File: src/rtl/shift_normalizer_pkg.sv
// Shared types and helpers for the shift normaliser.
// Optional feature macro: NORM_DIR_EN (selectable normalisation direction).
package shift_norm_pkg;

  typedef enum logic [1:0] {
    IDLE  = 2'd0,
    SHIFT = 2'd1,
    DONE  = 2'd2
  } norm_state_t;

  localparam logic DIR_LEFT  = 1'b1;
  localparam logic DIR_RIGHT = 1'b0;

  // Shift-count width: enough bits to hold 0..width-1, at least one bit.
  function automatic int cnt_w(input int width);
    return (width > 1) ? $clog2(width) : 1;
  endfunction

endpackage

File: src/rtl/shift_normalizer_if.sv
// Producer/consumer handshake bundle for the shift normaliser.
// Optional feature macro: NORM_DIR_EN adds in_dir/out_dir.
interface shift_normalizer_if
  import shift_norm_pkg::*;
#(
  parameter int WIDTH = 4
);
  localparam int CNT_W = cnt_w(WIDTH);

  logic             in_valid;
  logic             in_ready;
  logic [WIDTH-1:0] in_data;
  logic             out_valid;
  logic             out_ready;
  logic [WIDTH-1:0] out_data;
  logic [CNT_W-1:0] out_shift;
  logic             out_zero;
`ifdef NORM_DIR_EN
  logic             in_dir;
  logic             out_dir;

  modport slave (
    input  in_valid, in_data, in_dir, out_ready,
    output in_ready, out_valid, out_data, out_shift, out_zero, out_dir
  );
  modport master (
    output in_valid, in_data, in_dir, out_ready,
    input  in_ready, out_valid, out_data, out_shift, out_zero, out_dir
  );
`else
  modport slave (
    input  in_valid, in_data, out_ready,
    output in_ready, out_valid, out_data, out_shift, out_zero
  );
  modport master (
    output in_valid, in_data, out_ready,
    input  in_ready, out_valid, out_data, out_shift, out_zero
  );
`endif

endinterface

File: src/rtl/shift_normalizer_detect.sv
// Combinational termination detect: has the leading 1 reached the target end,
// or is there no 1 at all.
module shift_norm_detect
  import shift_norm_pkg::*;
#(
  parameter int WIDTH = 4
) (
  input  logic [WIDTH-1:0] data,
  input  logic             dir,
  output logic             target_hit,
  output logic             is_zero
);

  assign target_hit = (dir == DIR_LEFT) ? data[WIDTH-1] : data[0];
  assign is_zero    = ~|data;

endmodule

File: src/rtl/shift_normalizer.sv
// Iterative normaliser: shifts one position per cycle until the leading 1 sits
// at the target end, then reports the word and the number of positions moved.
// Optional feature macro: NORM_DIR_EN (in_dir selects left/right normalisation;
// without it the block normalises left only).
module shift_normalizer
  import shift_norm_pkg::*;
#(
  parameter int WIDTH = 4
) (
  input logic            clk,
  input logic            rst_n,
  shift_normalizer_if.slave bus
);

  localparam int CNT_W = cnt_w(WIDTH);

  norm_state_t      state_q, state_d;
  logic [WIDTH-1:0] data_q, data_d;
  logic [CNT_W-1:0] cnt_q, cnt_d;
  logic             dir_q, dir_d;
  logic             in_ready_q, in_ready_d;
  logic             out_valid_q, out_valid_d;
  logic [WIDTH-1:0] out_data_q, out_data_d;
  logic [CNT_W-1:0] out_shift_q, out_shift_d;
  logic             out_zero_q, out_zero_d;
  logic             out_dir_q, out_dir_d;

  logic accept;
  logic dir_in;
  logic target_hit;
  logic is_zero;
  logic finish;

`ifdef NORM_DIR_EN
  assign dir_in = bus.in_dir;
`else
  assign dir_in = DIR_LEFT;
`endif

  assign accept = in_ready_q & bus.in_valid;
  assign finish = target_hit | is_zero;

  shift_norm_detect #(.WIDTH(WIDTH)) u_detect (
    .data       (data_q),
    .dir        (dir_q),
    .target_hit (target_hit),
    .is_zero    (is_zero)
  );

  // State register.
  always_ff @(posedge clk or negedge rst_n) begin
    if (!rst_n) state_q <= IDLE;
    else        state_q <= state_d;
  end

  // Next-state logic: IDLE -> SHIFT -> DONE -> IDLE.
  always_comb begin
    state_d = state_q;
    case (state_q)
      IDLE:    if (accept)        state_d = SHIFT;
      SHIFT:   if (finish)        state_d = DONE;
      DONE:    if (bus.out_ready) state_d = IDLE;
      default:                    state_d = IDLE;
    endcase
  end

  // Datapath and registered-output next values.
  always_comb begin
    data_d      = data_q;
    cnt_d       = cnt_q;
    dir_d       = dir_q;
    in_ready_d  = in_ready_q;
    out_valid_d = out_valid_q;
    out_data_d  = out_data_q;
    out_shift_d = out_shift_q;
    out_zero_d  = out_zero_q;
    out_dir_d   = out_dir_q;
    case (state_q)
      IDLE: begin
        // Raised on the first edge out of reset; dropped on the accept edge.
        in_ready_d = ~accept;
        if (accept) begin
          data_d = bus.in_data;
          dir_d  = dir_in;
          cnt_d  = '0;
        end
      end
      SHIFT: begin
        if (finish) begin
          out_valid_d = 1'b1;
          out_data_d  = data_q;
          out_shift_d = cnt_q;
          out_zero_d  = is_zero;
          out_dir_d   = dir_q;
        end else begin
          data_d = (dir_q == DIR_LEFT) ? (data_q << 1) : (data_q >> 1);
          cnt_d  = cnt_q + CNT_W'(1);
        end
      end
      DONE: begin
        if (bus.out_ready) begin
          out_valid_d = 1'b0;
          in_ready_d  = 1'b1;
        end
      end
      default: begin
        in_ready_d  = 1'b0;
        out_valid_d = 1'b0;
      end
    endcase
  end

  // Datapath and output registers.
  always_ff @(posedge clk or negedge rst_n) begin
    if (!rst_n) begin
      data_q      <= '0;
      cnt_q       <= '0;
      dir_q       <= DIR_LEFT;
      in_ready_q  <= 1'b0;
      out_valid_q <= 1'b0;
      out_data_q  <= '0;
      out_shift_q <= '0;
      out_zero_q  <= 1'b0;
      out_dir_q   <= DIR_LEFT;
    end else begin
      data_q      <= data_d;
      cnt_q       <= cnt_d;
      dir_q       <= dir_d;
      in_ready_q  <= in_ready_d;
      out_valid_q <= out_valid_d;
      out_data_q  <= out_data_d;
      out_shift_q <= out_shift_d;
      out_zero_q  <= out_zero_d;
      out_dir_q   <= out_dir_d;
    end
  end

  assign bus.in_ready  = in_ready_q;
  assign bus.out_valid = out_valid_q;
  assign bus.out_data  = out_data_q;
  assign bus.out_shift = out_shift_q;
  assign bus.out_zero  = out_zero_q;
`ifdef NORM_DIR_EN
  assign bus.out_dir   = out_dir_q;
`else
  // Direction echo only exists as a port when direction is selectable.
  logic unused_dir;
  assign unused_dir = out_dir_q;
`endif

endmodule
File: src/flat_wrapper.sv
// flat-port wrapper written by rule: the top's interface ports become plain ports
module shift_normalizer_flat import shift_norm_pkg::*;
#(
  parameter int WIDTH = 4
)
  (clk, rst_n, bus_in_valid, bus_in_data, bus_out_ready, bus_in_ready, bus_out_valid, bus_out_data, bus_out_shift, bus_out_zero);
  shift_normalizer_if #(.WIDTH(WIDTH)) bus_i ();
  input logic clk;
  input logic rst_n;
  input wire logic [$bits(bus_i.in_valid)-1:0] bus_in_valid;
  input wire logic [$bits(bus_i.in_data)-1:0] bus_in_data;
  input wire logic [$bits(bus_i.out_ready)-1:0] bus_out_ready;
  output wire logic [$bits(bus_i.in_ready)-1:0] bus_in_ready;
  output wire logic [$bits(bus_i.out_valid)-1:0] bus_out_valid;
  output wire logic [$bits(bus_i.out_data)-1:0] bus_out_data;
  output wire logic [$bits(bus_i.out_shift)-1:0] bus_out_shift;
  output wire logic [$bits(bus_i.out_zero)-1:0] bus_out_zero;
  assign bus_i.in_valid = bus_in_valid;
  assign bus_i.in_data = bus_in_data;
  assign bus_i.out_ready = bus_out_ready;
  assign bus_in_ready = bus_i.in_ready;
  assign bus_out_valid = bus_i.out_valid;
  assign bus_out_data = bus_i.out_data;
  assign bus_out_shift = bus_i.out_shift;
  assign bus_out_zero = bus_i.out_zero;
  shift_normalizer #(.WIDTH(WIDTH)) u_core (.clk(clk), .rst_n(rst_n), .bus(bus_i));
endmodule
File: config.mk
export PLATFORM = sky130hd
export DESIGN_NAME = shift_normalizer_flat
export DESIGN_NICKNAME = d
export VERILOG_FILES = /design/src/rtl/shift_normalizer_pkg.sv /design/src/rtl/shift_normalizer_if.sv /design/src/rtl/shift_normalizer_detect.sv /design/src/rtl/shift_normalizer.sv /design/src/flat_wrapper.sv
export SDC_FILE = /design/constraint.sdc
export NUM_CORES = 1
export LEC_CHECK = 0
export ABC_AREA = 0
export CAP_MARGIN = 0
export CORE_MARGIN = 10
export CORE_UTILIZATION = 45
export DETAILED_ROUTE_END_ITERATION = 8
export PLACE_DENSITY = 0.73
export SLEW_MARGIN = 20
export SYNTH_ARGS = -nofsm -noshare
export SYNTH_HDL_FRONTEND = slang
export SYNTH_SLANG_ARGS = --single-unit
File: constraint.sdc
create_clock -name clk -period 1.6 [get_ports clk]
set_clock_uncertainty 0.05 [all_clocks]
set_input_delay 0.24 -clock clk [delete_from_list [all_inputs] [get_ports clk]]
set_output_delay 0.24 -clock clk [all_outputs]
set_load 0.005 [all_outputs]
[Yosys cells after proc, flatten, opt, wreduce, memory -nomap -nowiden]
Index checks and enable logic that the tools add are counted.
W data, S select, Z words.
Cells by class
  div/mod/pow operators: 0
  magnitude comparators: 0
  equality and inequality tests: 6
  multiply operators: 0
  add/subtract/negate cells: 1
  reductions and logical operators: 9
  muxes and demuxes: 15
  shift operators: 0
  bitwise operators: 5
Operator list (count)
  $mux W2: 5
  $reduce_and A3 Y1: 3
  $mux W4: 2
  $pmux W4 S2: 1
  $pmux W1 S3: 2
  $pmux W2 S3: 1
  $ne A2 B1 Y1 const B: 2
  $ne A2 B2 Y1 const B: 2
  $pmux W2 S2: 1
  $reduce_and A2 Y1: 2
  $reduce_or A4 Y1: 1
  $mux W1: 3
  $not A1 Y1: 3
  $add A2 B1 Y2 const B: 1
  $eq A2 B1 Y1 const B: 1
  $eq A2 B2 Y1 const B: 1
  $logic_not A2 Y1: 1
  $reduce_bool A2 Y1: 1
  $and A1 B1 Y1: 1
  $logic_not A1 Y1: 1
  $or A1 B1 Y1: 1
Storage, ports and cells
  bits in latches: 0
  memories kept: 0
  bits in registers: 17
  output and inout port bits: 9
  ROM bits: 0
  RAM bits: 0

[Logic depth before layout (Yosys ltp)]
Gate-level depths: netlist of the first run.
  depth after elaboration: 5
  mapped depth: 3
  depth with buffers taken out: 3

[Hierarchy]
From an unflattened synthesis of the first run, not the netlist that was laid out.
Second synthesis, totals
  cell total of the unflattened synthesis: 55
  area, all modules: 825.8 um2
By module, submodules not included
  shift_normalizer: sequential area each 425.4 um2, cells each 53, area an instance 798.3 um2, instances 1
  shift_norm_detect: sequential area each 0.0 um2, cells each 2, area an instance 27.5 um2, instances 1

[Least setup slack after synthesis of the first run]
OpenSTA, ideal clock, no wires.
  path kind: flip-flop to flip-flop
  start point: register u_core.data_q[1]
  end point: register u_core.data_q[3]
  clock period less this slack: 1.376 ns
  arrival time: 1.203 ns
  setup slack: 0.224 ns
  buffers on the path: 0
  data required time: 1.427 ns
  library setup time: 0.123 ns
  cell stages (with the launch flop): 4
  cells stage by stage: dfrtp_1 -> or3_4 -> a21o_1 -> o221a_1
On the way
  cells in the longest elaborated chain, start to end: 5
RTL lines
  start: declaration: line shift_normalizer.sv:18  | logic [WIDTH-1:0] data_q, data_d;
  start signal: assignment: line shift_normalizer.sv:126  | data_q <= data_d;
  $reduce_or A4 Y1: line shift_normalizer_detect.sv:15  | assign is_zero = ~|data;
  $logic_not A1 Y1: line shift_normalizer_detect.sv:15
  $or A1 B1 Y1: line shift_normalizer.sv:41  | assign finish = target_hit | is_zero;
  $ne A2 B2 Y1 (no line)
  $reduce_and A3 Y1 (no line)
No other way between the ends.
A chain may end at the register's enable or synchronous reset.

[Final worst setup path of the first run]
  start point: register u_core.in_ready_q (netlist: u_core.bus.in_ready)
  end point: output bus_in_ready
RTL lines
  start: declaration: line shift_normalizer.sv:21  | logic in_ready_q, in_ready_d;
  start signal: assignment: line shift_normalizer.sv:129  | in_ready_q <= in_ready_d;
  end: declaration: line flat_wrapper.sv:13  | output wire logic [$bits(bus_i.in_ready)-1:0] bus_in_ready;
No word-level cell between the ends.

==> results.ini, run 1 <==
[run_status]
status=complete, no violations

[worst_setup_path]
arrival_ps=1190
crit_path_cell_trace=clkdlybuf4s50_1
r2r_start=u_core.data_q[1]
crit_family=buffers and inverters
r2r_setup_slack_ps=120
cp-end-kind=primary output
cpPeakStageDelay_ps=520
cp_max_fo=4
crit_path_start=u_core.bus.in_ready
endpoint=bus_in_ready
crit_cells=1
crit_buf_inv=1
reg2reg_depth=3
startpoint_type=register
regToRegEndpoint=u_core.data_q[2]
cpMaxStageDelayCell=clkdlybuf4s50_1
critical_path_class=reg2out
required_ps=1310

[placement]
gp_congestion=0.809
dpl_worst_slack_ps=133
dpl_cell_area_sq_um=921
port_buffers=16
dp_hpwl_um=1080

[floorplanning]
design.core.area_sq_mm=0.00151
num_rows=14
die-area_sq_mm=0.00359
die_h_um=60.0
num_io_pins=17
die_w_um=60.0
start_util=0.477

[detailed_routing]
wirelength_um=1400
vias=533
postRouteAntennaNets=0
drc=0
vias_per_cell=5.61
wl_met1_um=588
dr_wl_met2_um=629
top_layer=met4
dr_wl_met3_um=133
routedWlPerCell_um=14.7
initialDrtViolationCount=23
first_pass_iters=4

[power_and_ir_drop]
combPwrFrac=0.413
netSwitchingFraction=0.327
seq_power_share=0.459
p_switching_mw=0.570
p_leak_nw=0.406
power.density_mw_per_mm2=1840
intPower_mw=1.17
peakVddDrop_v=0.000777
clockPowerShare=0.128

[final_layout]
multi_input_area_sq_um=285
final_area_sq_um=947
drive_gt1_frac=0.165
syn2layout_area_growth_pct=31.9
nets=88
post-route-util=0.629
final_cell_mix=dfrtp_1 (17), clkdlybuf4s50_1 (16), nand2_1 (5), nand2b_1 (5), mux2_2 (4)
seq_area_sq_um=425
final_common_cell=dfrtp_1
diodes=0
fill_cells=129

[timing]
worst_slack_ps=116
holdWs_ps=214
fmax_mhz=674
hold_viol=0
fin_setup_tns_ps=0
finalSetupViolCount=0
final.period_utilization=0.928
slew_headroom=0.764
worst_pin_slew_ps=355
period_needed_ps=1480
rsz0062_at_grt=false
maxSlewViolCount=0

[grt]
grt_util_all_layers=0.0839
grt_first_pass_wirelength_um=2280
grt_pass1_vias=501
grt_max_degree=18
antenna_found_initial=0
grt_overflow=0

[synth]
ys_async_sr_fraction=1.00
synth_seq_cells=17
synthesis.nets=64
synth_enable_flop_cells=0
ys_seq_area_frac=0.592
synth_cells=56
ys_types=23
yosys_warnings=0
avgSynthCellArea_sq_um=12.8
syn_area_sq_um=718
ys.flop_type=dfrtp_1

[cts]
cts_buffer_depth=2
htree_levels=1
clkLatencyLatePin_ps=290
ctsHoldBuffers=0
cts_resized=0
numCtsBuffers=3
cts_root_buf=clkbuf_4
cts_setup_buffers=0
clk_pin_slew_ps=100
cts_tree=yes
cts.sinks=17

[min_path]
hold_path.class=in2async

[flow_run]
drv_cap=0

metrics by stage:
stage          std cells  power (mW)
2_1_floorplan         56        1.17
3_3_place_gp          91        1.52
3_5_place_dp          91        1.55
4_1_cts               95        1.77
5_1_grt               95        1.88
6_report              95        1.74
flip-flops by register name, summed over array words and instances, names as in the netlist:
name                  flops
u_core.bus.out_valid      1
u_core.data_q             4
u_core.bus.in_ready       1
u_core.state_q            2
u_core.cnt_q              2
u_core.bus.out_data       4
u_core.bus.out_shift      2
u_core.bus.out_zero       1
power by group through the flow:
stage | logic [mW] | clock network, mW | registers (mW)
6_report | 0.719 | 0.223 | 0.800
5_1_grt | 0.801 | 0.250 | 0.834
4_1_cts | 0.736 | 0.232 | 0.801
3_5_place_dp | 0.732 | 0 | 0.815
3_3_place_gp | 0.718 | 0 | 0.806
2_1_floorplan | 0.385 | 0 | 0.786
final cells by class:
type | instances | share of cell area
Multi-Input combinational cell | 37 | 0.301
Clock buffer | 4 | 0.0277
Inverter | 2 | 0.00793
Tap cell | 16 | 0.0211
Timing Repair Buffer | 19 | 0.193
Sequential cell | 17 | 0.449
synthesized netlist by cell type, types with 2 or more instances:
cell type	n	share of area
inv_1	2	0.010
o21ai_0	3	0.021
a21oi_1	2	0.014
mux2_2	4	0.063
o221a_1	3	0.047
nand2b_1	5	0.044
nand2_1	5	0.026
dfrtp_1	17	0.59
worst min path at each step:
stage | end | slack, ps
final | u_core.bus.in_ready | 210
after floorplan | u_core.bus.in_ready | -110
after detailed placement | u_core.bus.out_valid | 420
after global routing | u_core.bus.in_ready | 220
after global placement | u_core.bus.out_valid | 410
after CTS | u_core.bus.in_ready | 220
metal layers:
metal / vias up / GRT usage
met2: 23 / 0.110
li1: 255 / -
met4: 0 / 0.0769
met5: - / 0
met3: 5 / 0.0297
met1: 250 / 0.103
cells by family (layout without fill, tap and decap cells):
group                  after synthesis  count (layout)  share of synthesized area
flip-flops                          17              17                      0.592
AND/OR/NAND/NOR                     17              17                      0.157
AO/OA/AOI/OAI                       15              15                      0.164
multiplexers                         5               5                     0.0767
buffers and inverters                2              25                     0.0105
(Power assumes the default switching activity.)
==> run 2, diff against run 1 <==
- PLACE_DENSITY: 0.73 -> 0.72
- SYNTH_HIERARCHICAL: not set -> 1
==> run 2 against run 1 <==
The run now ends with setup timing left. Worst setup slack worse by 150 ps. Core utilization is 3.5 points higher. First-iteration DRC count is 52% lower. Non-clock buffer count is 10 higher. Sequential power is 3.5% lower. Clock power is 3% higher. Sequential share of layout area is 7.8 points lower. Sequential cell count stayed put. Critical path depth is 3 higher. Combinational power is 75% higher. Highest routed layer unchanged. Register-to-register slack worse by 150 ps.
==> results.ini, run 2 <==
[synth]
yosys_warnings=6  ; +6
ys_types=25  ; +8.7%
yosysTopAreaCellShare=0.515  ; -0.0772
ys.flop_type=dfrtp_1
synth_seq_cells=17  ; unchanged
synthesis.nets=63  ; -1.6%
yosys-top-cells-count=dfrtp_1 (17), mux2_4 (10), mux2_2 (3)
avgSynthCellArea_sq_um=15.0  ; +17%
ys_seq_area_frac=0.515  ; -0.0772
yosysMostFrequentCell=dfrtp_1
ys_async_sr_fraction=1.00  ; unchanged
synth_top_cell_by_area=dfrtp_1
synth_enable_flop_cells=0  ; unchanged
synth_cells=55  ; -1.8%
syn_area_sq_um=826  ; +15%
synth_area_leaders=dfrtp_1 (52%), mux2_4 (18%), mux2_2 (4.1%), buf_6 (2.7%), a22o_1 (2.1%)

[floorplanning]
start_util=0.478  ; +0.00152
die-area_sq_mm=0.00395  ; +9.9%
design.core.area_sq_mm=0.00173  ; +15%
num_io_pins=17  ; unchanged
die_h_um=62.8  ; +4.8%
num_rows=15  ; +1
die_w_um=62.8  ; +4.8%

[grt]
grt_pass1_vias=556  ; +11%
grt_overflow=0  ; unchanged
grt_first_pass_wirelength_um=2740  ; +20%
grt_max_degree=18  ; unchanged
grt_util_all_layers=0.0856  ; +0.00170
antenna_found_initial=0  ; unchanged

[worst_setup_path]
crit_family=simple AND/OR/NAND/NOR gates
arrival_ps=1820  ; +630 ps
crit_buf_inv=0  ; -1
startpoint_type=register
regToRegEndpoint=u_core/cnt_q[1]
cp-end-kind=register
critical_path_class=reg2reg
endpoint=u_core/cnt_q[1]
cpPeakStageDelay_ps=500  ; -20 ps
cp_max_fo=3  ; -1
reg2reg_depth=4  ; +1
crit_path_start=u_core/data_q[3]
crit_path_cell_trace=mux2_4 -> or4b_4 -> nor3b_2 -> a221o_1
r2r_setup_slack_ps=-30  ; -150 ps
crit_cells=4  ; +3
r2r_start=u_core/data_q[3]
required_ps=1780  ; +470 ps
cpMaxStageDelayCell=or4b_4

[power_and_ir_drop]
combPwrFrac=0.557  ; +0.144
power.density_mw_per_mm2=1970  ; +7.2%
intPower_mw=1.55  ; +32%
seq_power_share=0.342  ; -0.117
p_switching_mw=0.711  ; +25%
netSwitchingFraction=0.314  ; -0.0128
clockPowerShare=0.101  ; -0.027
peakVddDrop_v=0.00102  ; +32%
p_leak_nw=0.511  ; +26%

[final_layout]
diodes=0  ; unchanged
final_common_cell=dfrtp_1
fill_cells=142  ; +10%
seq_area_sq_um=425  ; unchanged
nets=95  ; +8.0%
drive_gt1_frac=0.442  ; +0.277
final_cell_mix=dfrtp_1 (17), clkdlybuf4s50_1 (16), buf_4 (12)
syn2layout_area_growth_pct=38.8
post-route-util=0.664  ; +0.0350
multi_input_area_sq_um=389  ; +36%

[cts]
clk_pin_slew_ps=100  ; about the same
cts_tree=yes
ctsHoldBuffers=0  ; unchanged
cts_buffer_depth=2  ; unchanged
cts_root_buf=clkbuf_4
numCtsBuffers=3  ; unchanged
cts.sinks=17  ; unchanged
clkLatencyLatePin_ps=290  ; about the same
htree_levels=1  ; unchanged

[run_status]
status=finished, violations left
violations=setup timing

[placement]
gp_congestion=0.759  ; -6.2%
dp_hpwl_um=1290  ; +20%
port_buffers=16  ; unchanged

[detailed_routing]
top_layer=met4
vias_per_cell=4.97  ; -11%
wirelength_um=1620  ; +16%
initialDrtViolationCount=11  ; -52%
first_pass_iters=4  ; unchanged
routedWlPerCell_um=14.6  ; -0.72%
vias=552  ; +3.6%
wl_met1_um=769  ; +31%
postRouteAntennaNets=0  ; unchanged
dr_wl_met2_um=738  ; +17%
dr_wl_met3_um=86  ; -35%
drc=0  ; unchanged

[timing]
finalSetupViolCount=10  ; +10
holdWs_ps=208  ; -6.33 ps
maxSlewViolCount=0  ; unchanged
worst_slack_ps=-34.3  ; -150 ps
final.period_utilization=1.02  ; +0.0938
hold_viol=0  ; unchanged
rsz0062_at_grt=true
period_needed_ps=1630  ; +150 ps
fmax_mhz=612  ; -9.2%

[flow_run]
drv_cap=0  ; unchanged

[min_path]
hold_path.class=in2async

## run 2: cell types whose count changed after synthesis, moves of 2 or more
cell | before | now
o21ai_0 | 3 | 1
buf_6 | 0 | 2
inv_1 | 2 | 0
a21oi_1 | 2 | 0
nand2b_1 | 5 | 1
mux2_4 | 0 | 10
nand2_1 | 5 | 1
o221a_1 | 3 | 0
## run 2: timing repair
item | in CTS | in global routing
gates cloned | 0 | 0
gates resized for setup | 2 | 0
setup endpoints to repair | 10 | 11
setup buffers | 1 | 0
pin swaps | 1 | 0
## run 2: cell families after synthesis
group	Yosys count	synth area share
and+or+nand+nor	12	0.127
other	1	0.00454
AOI/OAI and AO/OA	8	0.0864
muxes	14	0.235
DFF	17	0.515
buffers and inverters	3	0.0318
## run 2: layer usage
metal | global-route usage | vias to the layer above
li1 | - | 262
met1 | 0.111 | 272
met2 | 0.122 | 14
met3 | 0.0305 | 4
met4 | 0.0419 | 0
met5 | 0 | -
## run 2: worst min path at each step
stage               slack [ps]                     end                 start
floorplan                 -110     u_core/bus.in_ready                 rst_n
global placement           440    u_core/bus.out_valid  u_core/bus.out_valid
detailed placement         430    u_core/bus.out_valid  u_core/bus.out_valid
CTS                        210  u_core/bus.out_data[2]                 rst_n
global route               220    u_core/bus.out_valid                 rst_n
finish                     210  u_core/bus.out_data[2]                 rst_n
## run 2: through the flow
step | instances | cell area (sq um) | total power [mW] | setup WS (ps) | TNS [ps]
final | 111 | 1150 | 2.26 | -34.3 | -192
after global routing | 111 | 1150 | 2.41 | -90.8 | -815
after CTS | 111 | 1150 | 2.29 | -33.1 | -169
after detailed placement | 106 | 1100 | 1.99 | -45.3 | -399
after global placement | 106 | 1100 | 1.97 | -13.4 | -27.1
after floorplan | 55 | 828 | 1.48 | 8.29 | 0
## run 2: power groups by stage
stage          combinational [mW]  sequential (mW)  clock [mW]
2_1_floorplan               0.697            0.778           0
3_3_place_gp                 1.21            0.763           0
3_5_place_dp                 1.22            0.770           0
4_1_cts                      1.27            0.773       0.243
5_1_grt                      1.36            0.801       0.255
6_report                     1.26            0.772       0.229
## run 2: area by class of cell
cell class | instances | share of cell area
clock buffer | 4 | 0.0229
inverter | 1 | 0.00328
multi-input combinational | 35 | 0.340
sequential | 17 | 0.371
tap | 25 | 0.0273
timing repair buffer | 29 | 0.236
==> run 3, diff against run 2 <==
- CORE_UTILIZATION: 45 -> 48
- PLACE_DENSITY: 0.72 -> 0.76
==> run 3 against run 2 <==
The flow still finishes with violations (setup timing). Sequential power is 0.6% higher. Cell count down 6.3%. Routed wire length is 13% higher. Worst hold slack got worse by 13 ps. Largest power group unchanged. Register-to-register slack hardly changed. Power grew 4.8%. Worst setup slack got worse by 4.3 ps. Global-route usage grew 2.5 points. Critical path depth unchanged. Via count grew 1.4%. Non-clock buffer count up 2.
==> results.ini, run 3 (synthesized netlist as in run 2, its figures left out) <==
[worst_setup_path]
startpoint_type=register
crit_family=simple AND/OR/NAND/NOR gates
critical_path_class=reg2reg
cp-end-kind=register
crit_path_cell_trace=mux2_4 -> or4b_4 -> nor3b_2 -> a221o_1
cp_max_fo=3  ; unchanged
cpMaxStageDelayCell=or4b_4
crit_buf_inv=0  ; unchanged
arrival_ps=1840  ; +20 ps
cpPeakStageDelay_ps=500  ; about the same
required_ps=1800  ; +20 ps

[flow_run]
drv_cap=0  ; unchanged

[power_and_ir_drop]
netSwitchingFraction=0.323  ; +0.00900
p_leak_nw=0.523  ; +2.3%
seq_power_share=0.328  ; -0.014
p_switching_mw=0.766  ; +7.8%
peakVddDrop_v=0.00109  ; +6.5%
power_mw=2.37  ; +4.8%
power.density_mw_per_mm2=2040  ; +3.4%
combPwrFrac=0.572  ; +0.015
clockPowerShare=0.100  ; about the same
intPower_mw=1.60  ; +3.4%

[timing]
fmax_mhz=610  ; -0.26%
period_needed_ps=1640  ; +4.31 ps
rsz0062_at_grt=true
final.period_utilization=1.02  ; +0.00269
hold_viol=0  ; unchanged
holdWs_ps=195  ; -13.0 ps
maxSlewViolCount=0  ; unchanged
worst_slack_ps=-38.6  ; -4.31 ps
finalSetupViolCount=3  ; -7

[run_status]
violations=setup timing
status=finished, violations left

[cts]
cts.sinks=17  ; unchanged
numCtsBuffers=3  ; unchanged
cts_root_buf=clkbuf_4
clkLatencyLatePin_ps=300  ; about the same
htree_levels=1  ; unchanged
cts_tree=yes
clk_pin_slew_ps=100  ; about the same
cts_buffer_depth=2  ; unchanged

[floorplanning]
num_rows=14  ; -1
design.core.area_sq_mm=0.00156  ; -9.7%
die_h_um=61.5  ; -2.2%
die-area_sq_mm=0.00378  ; -4.3%
start_util=0.530  ; +0.0514
die_w_um=61.5  ; -2.2%
num_io_pins=17  ; unchanged

[placement]
gp_congestion=0.771  ; +1.6%
port_buffers=16  ; unchanged
dp_hpwl_um=1320  ; +1.8%
dpl_worst_slack_ps=-68.7  ; -23.4 ps
dpl_cell_area_sq_mm=0.00109  ; -0.80%

[detailed_routing]
vias_per_cell=5.38  ; +8.3%
postRouteAntennaNets=0  ; unchanged
vias=560  ; +1.4%
initialDrtViolationCount=7  ; -4
wirelength_um=1840  ; +13%
routedWlPerCell_um=17.7  ; +21%
first_pass_iters=4  ; unchanged
drc=0  ; unchanged

[final_layout]
syn2layout_area_growth_pct=40.6
diodes=0  ; unchanged
final_common_cell=dfrtp_1
nets=97  ; +2.1%
post-route-util=0.745  ; +0.0810
final_area_sq_mm=0.00116  ; +1.3%
fill_cells=102  ; -28%
final_cell_mix=dfrtp_1 (17), clkdlybuf4s50_1 (16), buf_4 (13)
drive_gt1_frac=0.455  ; +0.0127

[grt]
grt_util_all_layers=0.110  ; +0.0245
grt_max_degree=18  ; unchanged
grt_pass1_vias=580  ; +4.3%
grt_first_pass_wirelength_um=2890  ; +5.5%
antenna_found_initial=0  ; unchanged
grt_overflow=0  ; unchanged

[min_path]
hold_path.class=in2async

[run 3: cell count changes in the layout (fill, tap and decap cells not counted)]
cell / delta
buf_6: +1
inv_4: +1
nor2_2: -1
buf_4: +1
inv_2: -1
nor2_4: +1
[run 3: worst paths after layout]
path                                      startpoint                      to  slack (ps)  cells past startpoint
worst max-delay path                u_core/data_q[3]         u_core/cnt_q[1]         -40                      4
worst min-delay path                           rst_n     u_core/bus.in_ready         190                      2
worst max register to register      u_core/data_q[3]         u_core/cnt_q[1]         -40                      4
worst min register to register  u_core/bus.out_valid    u_core/bus.out_valid         450                      1
max in group asynchronous                      rst_n  u_core/bus.out_data[0]        1110                      2
min in group clk                u_core/bus.out_valid    u_core/bus.out_valid         450                      1
[run 3: per-stage QoR]
stage	TNS [ps]	instances
finish	-43.5	104
global route	-384	104
CTS	-354	104
detailed placement	-440	99
global placement	-379	99
floorplan	0	55
[run 3: metal layers]
metal,track usage,vias up,part of all wire
li1,-,265,-
met4,0.0828,0,0.031
met3,0.0329,6,0.057
met2,0.155,13,0.49
met1,0.138,276,0.43
met5,0,-,0
[run 3: area by class of cell]
cell class | instances | area [sq um] | share of cell area
Sequential cell | 17 | 425 | 0.366
Timing Repair Buffer | 31 | 289 | 0.249
Inverter | 1 | 6.26 | 0.00539
Multi-Input combinational cell | 35 | 394 | 0.339
Clock buffer | 4 | 26.3 | 0.0226
Tap cell | 16 | 20.0 | 0.0172
[run 3: timing repair]
action                     in CTS  in global routing
gates resized for setup         1                  4
setup buffers                   1                  1
setup endpoints to repair      11                 13
pin swaps                       0                  3
hold buffers                    0                  0
[run 3: power by group through the flow]
| stage | Combinational [mW] | Clock (mW) | Sequential [mW] |
|---|---|---|---|
| 2_1_floorplan | 0.697 | 0 | 0.778 |
| 3_3_place_gp | 1.22 | 0 | 0.763 |
| 3_5_place_dp | 1.25 | 0 | 0.769 |
| 4_1_cts | 1.32 | 0.241 | 0.761 |
| 5_1_grt | 1.44 | 0.264 | 0.802 |
| 6_report | 1.35 | 0.237 | 0.777 |
[run 3: worst reg2reg max path: stages, from the launching register on]
cell and delay (ps):
dfrtp_1 440, mux2_4 310, or4b_4 500, nor3b_2 170
a221o_1 120
